<file path="src/rtl/serial_sub_pkg.sv">
// Shared types and limits for the bit-serial subtractor.
// Imported by the top level; holds the FSM encoding and width bounds.
package serial_sub_pkg;

   typedef enum logic [1:0] {
      S_IDLE  = 2'd0,
      S_SHIFT = 2'd1,
      S_DONE  = 2'd2
   } state_t;

   localparam int MIN_WIDTH = 2;
   localparam int MAX_WIDTH = 32;

   function automatic bit width_ok(input int w);
      return (w >= MIN_WIDTH) && (w <= MAX_WIDTH);
   endfunction

endpackage

</file>
<file path="src/rtl/serial_sub_full_sub1.sv">
// One-bit combinational full subtractor.
// Shared by every bit position of the serial datapath.
module full_sub1 (
   input  logic x,
   input  logic y,
   input  logic bi,
   output logic d,
   output logic bo
);

   assign d  = x ^ y ^ bi;
   assign bo = (~x & y) | (~(x ^ y) & bi);

endmodule

</file>
<file path="src/rtl/serial_sub.sv">
// Bit-serial subtractor: diff = a - b - bin, LSB first.
// Valid/ready on both sides; one shared full-subtractor stage.
module serial_sub
   import serial_sub_pkg::*;
#(
   parameter int WIDTH = 4
) (
   input  logic             clk,
   input  logic             rst_n,
   input  logic             in_valid,
   output logic             in_ready,
   input  logic [WIDTH-1:0] a,
   input  logic [WIDTH-1:0] b,
   input  logic             bin,
   output logic             out_valid,
   input  logic             out_ready,
   output logic [WIDTH-1:0] diff,
   output logic             bout,
   output logic             zero
);

   localparam int CW = $clog2(WIDTH);

   generate
      if (!width_ok(WIDTH)) begin : g_bad_width
         $error("serial_sub: WIDTH must be in 2..32");
      end
   endgenerate

   state_t           state;
   state_t           nxt;
   logic [WIDTH-1:0] a_sr;
   logic [WIDTH-1:0] b_sr;
   logic [WIDTH-1:0] diff_sr;
   logic [WIDTH-1:0] diff_nxt;
   logic             brw;
   logic             zero_q;
   logic [CW-1:0]    cnt;
   logic             d;
   logic             bo;
   logic             last;

   full_sub1 u_fs (
      .x  (a_sr[0]),
      .y  (b_sr[0]),
      .bi (brw),
      .d  (d),
      .bo (bo)
   );

   assign last     = (cnt == CW'(WIDTH - 1));
   assign diff_nxt = {d, diff_sr[WIDTH-1:1]};

   always_ff @(posedge clk) begin
      if (!rst_n) state <= S_IDLE;
      else        state <= nxt;
   end

   always_comb begin
      nxt = state;
      unique case (state)
         S_IDLE:  if (in_valid)  nxt = S_SHIFT;
         S_SHIFT: if (last)      nxt = S_DONE;
         S_DONE:  if (out_ready) nxt = S_IDLE;
         default:                nxt = S_IDLE;
      endcase
   end

   always_comb begin
      in_ready  = 1'b0;
      out_valid = 1'b0;
      unique case (state)
         S_IDLE:  in_ready  = 1'b1;
         S_DONE:  out_valid = 1'b1;
         default: ;
      endcase
   end

   // Nothing shifts in DONE, so diff_sr/brw double as the held result.
   always_ff @(posedge clk) begin
      if (!rst_n) begin
         a_sr    <= '0;
         b_sr    <= '0;
         diff_sr <= '0;
         brw     <= 1'b0;
         zero_q  <= 1'b0;
         cnt     <= '0;
      end else if (state == S_IDLE) begin
         if (in_valid) begin
            a_sr    <= a;
            b_sr    <= b;
            brw     <= bin;
            diff_sr <= '0;
            zero_q  <= 1'b0;
            cnt     <= '0;
         end
      end else if (state == S_SHIFT) begin
         a_sr    <= a_sr >> 1;
         b_sr    <= b_sr >> 1;
         brw     <= bo;
         diff_sr <= diff_nxt;
         if (last) zero_q <= (diff_nxt == '0) && !bo;
         else      cnt    <= cnt + CW'(1);
      end
   end

   assign diff = diff_sr;
   assign bout = brw;
   assign zero = zero_q;

endmodule

</file>
<file path="config.mk">
export PLATFORM = sky130hd
export DESIGN_NAME = serial_sub
export DESIGN_NICKNAME = d
export VERILOG_FILES = /design/src/rtl/serial_sub_pkg.sv /design/src/rtl/serial_sub_full_sub1.sv /design/src/rtl/serial_sub.sv
export SDC_FILE = /design/constraint.sdc
export NUM_CORES = 1
export LEC_CHECK = 0
export ABC_AREA = 1
export CAP_MARGIN = 0
export CORE_MARGIN = 10
export CORE_UTILIZATION = 25
export CTS_CLUSTER_SIZE = 25
export DETAILED_ROUTE_END_ITERATION = 10
export PLACE_DENSITY = 0.53
export REMOVE_ABC_BUFFERS = 1
export SETUP_SLACK_MARGIN = 0.1
export SLEW_MARGIN = 10
export SYNTH_ARGS = -nofsm -noshare
export SYNTH_HDL_FRONTEND = slang
export SYNTH_SLANG_ARGS = --single-unit
</file>
<file path="constraint.sdc">
create_clock -name clk -period 1.4 [get_ports clk]
set_input_delay 0.14 -clock clk [delete_from_list [all_inputs] [get_ports clk]]
set_output_delay 0.14 -clock clk [all_outputs]
set_load 0.01 [all_outputs]
</file>
# Yosys cells after proc, flatten, opt, wreduce, memory -nomap -nowiden
# Index checks and enable logic that the tools add are counted.
# op_classes
n_addsub	1
n_eq_ne	7
mux	26
n_bitwise	7
n_reduce_logical	10
# op_table
op	count
two-way mux 4 bit	9
two-way mux 2 bit	7
two-way mux 1 bit	9
AND reduction 3 bit	3
!= test 2 bit, second input constant	3
case mux 2 bit (3 select lines)	1
== test 2 bit, second input constant	2
logical NOT 4 bit	1
nonzero test 2 bit	2
adder 2 x 1 -> 2 bit, second input constant	1
AND 1 bit	2
== test 2 x 1 -> 1 bit, second input constant	1
logical NOT 2 bit	1
!= test 2 x 1 -> 1 bit, second input constant	1
inverter 1 bit	2
AND reduction 2 bit	1
bitwise XOR 1 bit	2
logical AND 1 bit	1
logical NOT 1 bit	1
bitwise OR 1 bit	1
# word_totals
register_bits	18
inputBits	13
out_inout_bits	8
wordCells	58

# Logic depth before layout (Yosys ltp)
# logic_depth
depth_word	9
ltp_mapped	7
ltp_nobuf	7

# Modules after synthesis
# A second synthesis with hierarchy kept.
# hier_totals
cells_unflattened	133
area_unflattened_um2	897.1
# modules_own_cells
mod	instances	cells_each	area_each_um2	seq_area_each_um2
serial_sub	1	129	865.8	360.3
full_sub1	1	4	31.3	0.0

# Least setup slack after synthesis
# No wires, ideal clock.
# synth_timing
path_kind	register to register
from	reg brw (netlist: bout)
to	reg zero_q (netlist: zero)
setup_time_ns	0.111
arrival_time_ns	1.246
required_ns	1.289
setup_slack_ns	0.042
path_stages_with_launch	8
path_buffers	0
synth_period_minus_slack_ns	1.358
path_cell_list	dfxtp_1 > inv_1 > fa_1 > inv_1 > nand3_1 > nor2_1 > nor2_1 > nor2_1
# synth_between
elab_chain_len	7
elab_cells_between_ends	9
cone_classes	mux: 3; bitwise: 3; reduce/logical: 3
# synth_lines
item	line	rtl
from (decl)	serial_sub.sv:36	logic brw;
from (signal assigned)	serial_sub.sv:92	brw <= bin;
from (signal assigned)	serial_sub.sv:100	brw <= bo;
AND 1 bit	serial_sub_full_sub1.sv:12	assign bo = (~x & y) | (~(x ^ y) & bi);
bitwise OR 1 bit	serial_sub_full_sub1.sv:12	
logical NOT 1 bit	serial_sub.sv:102	if (last) zero_q <= (diff_nxt == '0) && !bo;
logical AND 1 bit *	serial_sub.sv:102	
two-way mux 1 bit *	serial_sub.sv:102	
two-way mux 1 bit *	serial_sub.sv:97	end else if (state == S_SHIFT) begin
two-way mux 1 bit *	serial_sub.sv:88	end else if (state == S_IDLE) begin
to (signal assigned)	serial_sub.sv:102	
to (decl)	serial_sub.sv:37	logic zero_q;
# Every way passes the cells marked *; elsewhere a longest branch is shown, timed or not. The select of a mux whose other input is x is not followed.
# A chain may end at the register's enable or synchronous reset.

# Worst setup path in the final report
# Same ends and word-level chain as after synthesis.

==> implementation parameters <==
Parameter                              Value

Clock tree
  Insertion delay to the later sink of the worst-skew pair    about 0.24 ns
  Cts hold-fix bufs    0
  Clock H-tree levels    1
  Worst-case clock buffer depth    2
  CTS tree    built
  Total CTS buffers    3
  Count of clock tree sinks    18
  CTS clock-pin slew for the worst setup and hold paths    ~0.06 ns
  Root buf cell    clkbuf_8

Timing
  Pins over their slew limit    0
  Worst Clk Skew    about 0.0011 ns
  Min cycle time layout    ~1.3 ns
  Highest clock frequency the design can meet    just under 0.8 GHz
  Final Hold Vio Count    0
  Worst max-slew margin expressed relative to the limit    0.828
  RSZ-0062 raised after global routing    yes
  Min Hold Slack    0.457 ns
  Tightest Pin Transition    approximately 0.26 ns
  Final Setup Violations    0
  Period Utilization, post-route    0.913
  Post-Route Setup TNS    0 ns

Route
  Average vias per placed instance    ~4.0
  Wire length on met3    about 170 um
  Antenna-violating nets left    0
  Via count    822
  Avg WL per Cell    approximately 10 um
  Wire length the detailed router placed on met1    ~990 um
  DR iter-0 viols    10
  Overall routed net length    just over 2 mm
  Top Layer Used    met4
  Met2 wire length    around 900 um
  Detailed-routing iteration count for the pre-antenna-repair pass    4
  Post-route DRC    0

Synth
  Synth area leaders    dfxtp_1, nand2_1, nor2_1
  Synthesized cell area    ~920 um2
  Post-synthesis average cell area    between 6 and 7 um2
  Post-synthesis cell count    about 140
  Yosys top cell by area    dfxtp_1
  Flop and latch count out of synthesis    18
  Fraction of post-synthesis cell area in the top cell type by area    0.390
  Synthesis warning total    0
  Library cells used by synthesis    19
  Register area share after synthesis    0.390

Critical path
  Worst Setup EP    zero
  Worst Reg2Reg Path Length in Cells    7
  Endpoint arrival time on the critical path    ~1.4 ns
  Class of the most critical setup path    flip-flop to flip-flop
  Crit. Startpoint    bout
  Setup slack of the most critical reg-to-reg path    roughly 0.12 ns
  Critical Path RT    ~1.6 ns
  Critical Path End Type    flip-flop
  Source of the worst register-to-register timing path    bout
  End of the worst register-to-register path    zero
  Critical Path Source Type    flip-flop
  Top fanout value on the critical path    2

Floorplan
  Height of the chip    80.8 um
  Starting utilization of the core area    0.256
  Horiz. Die Dim    80.8 um
  Number of top-level pins    21
  Number of rows in the core area    22
  Full die area    6520 um2
  Total core area    ~3600 um2

Placement
  Routability congestion estimate from global placement    0.805
  DP Wirelength    1.63 mm
  Total instance count after detailed placement    around 200
  Post-detailed-placement cell area    about 1200 um2
  Count of buffers from port buffering    20

Global route
  Vias in the first global route    815
  Maximum number of pins on one net before global-route repair    21
  GR Util All Layers    0.0665
  GRT overflow    0
  Number of antenna violations at the first check in global routing    0
  Global-route wire length before repair    3.49 mm

Pwr
  Total power divided by cell area    between 900 and 1000 nW/um2
  Leak    around 0.56 nW
  Worst voltage drop across the vdd grid    between 0.2 and 0.3 mV

Cells and area
  End-of-flow core utilization    0.342
  Final cell count without fillers    ~210
  Final instance area    around 1200 um2
  Area Growth Syn to Fin    33.7%
  Antenna cell count    0
  Fill cell instance count of the final layout    between 300 and 400
  Share of post-route cells with drive strength above 1    0.144
  Total number of nets in the final design    ~180

Run status
  Outcome    finished clean

Job
  Max Cap Violations    0

Worst hold path
  Hold crit path type    input port to flip-flop
## cells by family after synthesis
kind of cell / after synthesis / share of synthesized area
DFF: 18 / 0.390
and+or+nand+nor: 76 / 0.340
adders and majority gates: 2 / 0.0352
AOI/OAI and AO/OA: 16 / 0.107
buffers and inverters: 23 / 0.127
## critical path, cell delays in order (launching register included)
cell and delay (ns):
dfxtp_2 0.34, inv_2 0.04, fa_1 0.53, inv_1 0.06, nand3_2 0.06, nor2_1 0.05, nor2_1 0.07, nor2_1 0.04
## state kept, by name (all words and copies together), names as in the netlist
| register | cells |
|---|---|
| b_sr | 4 |
| zero | 1 |
| a_sr | 4 |
| diff | 4 |
| state | 2 |
| bout | 1 |
| cnt | 2 |
## where the power goes
part           internal (mW)  leakage, nW  total [mW]  switching (mW)
clock                  0.191       0.0216       0.345           0.154
sequential             0.546        0.148       0.565          0.0187
combinational          0.131        0.394       0.265           0.134
## cells in the final DEF (no fill, tap or decap)
master,n
nand3b_1,1
o21ai_2,2
clkbuf_8,3
o21ai_4,1
dfxtp_1,17
nor2_4,1
inv_2,2
a21oi_1,9
buf_4,6
buf_12,1
clkbuf_2,1
fa_1,1
nor2_2,4
nand2_1,46
nor2_1,19
dlygate4sd2_1,5
ha_1,1
nand3_1,3
o21ai_0,4
clkinv_1,1
dfxtp_2,1
inv_1,15
nand3_2,1
clkdlybuf4s50_1,14
and2_0,1
## final cells by class
cell class | count | area (um2) | area share
multi-input combinational | 94 | 450 | 0.365
sequential | 18 | 362 | 0.293
timing repair buffer | 27 | 254 | 0.206
inverter | 18 | 67.6 | 0.0547
tap | 48 | 60.1 | 0.0486
clock buffer | 3 | 41.3 | 0.0334
## worst min path at each step
stage	startpoint	to	slack (ns)	depth (start not counted)
floorplan	rst_n	a_sr[0]	0.27	2
finish	b[3]	b_sr[3]	0.46	3
global route	a[3]	a_sr[3]	0.48	3
global placement	diff[0]	diff[0]	0.45	2
CTS	b[3]	b_sr[3]	0.46	3
detailed placement	b_sr[3]	b_sr[3]	0.46	2
## metal layers
metal  vias to the layer above  track usage
met5                         -            0
met4                         0       0.0208
met3                         2       0.0320
met2                        15        0.105
met1                       349       0.0781
li1                        456            -
## metrics by stage
stage | setup slack [ns] | total power [mW]
floorplan | 0.0420 | 0.717
global placement | 0.0839 | 0.829
detailed placement | 0.0333 | 0.833
CTS | 0.105 | 1.18
global route | 0.0598 | 1.25
finish | 0.122 | 1.17
## what timing repair did
action,4_1_cts,5_1_grt
setup endpoints to repair,7,2
pin swaps,1,2
gates resized for setup,7,4
setup buffers,0,1
## synthesized netlist by cell type
master	instances
buf_2	1
dfxtp_1	18
ha_1	1
and2_0	1
nand2_1	46
inv_1	16
o21ai_2	2
inv_2	1
o21ai_0	4
nand3b_1	1
o21ai_4	1
nor2_1	19
nand3_1	4
nor2_2	4
buf_6	4
nor2_4	1
fa_1	1
clkinv_1	1
a21oi_1	9
Note: power is estimated with default switching activity, not from simulation.
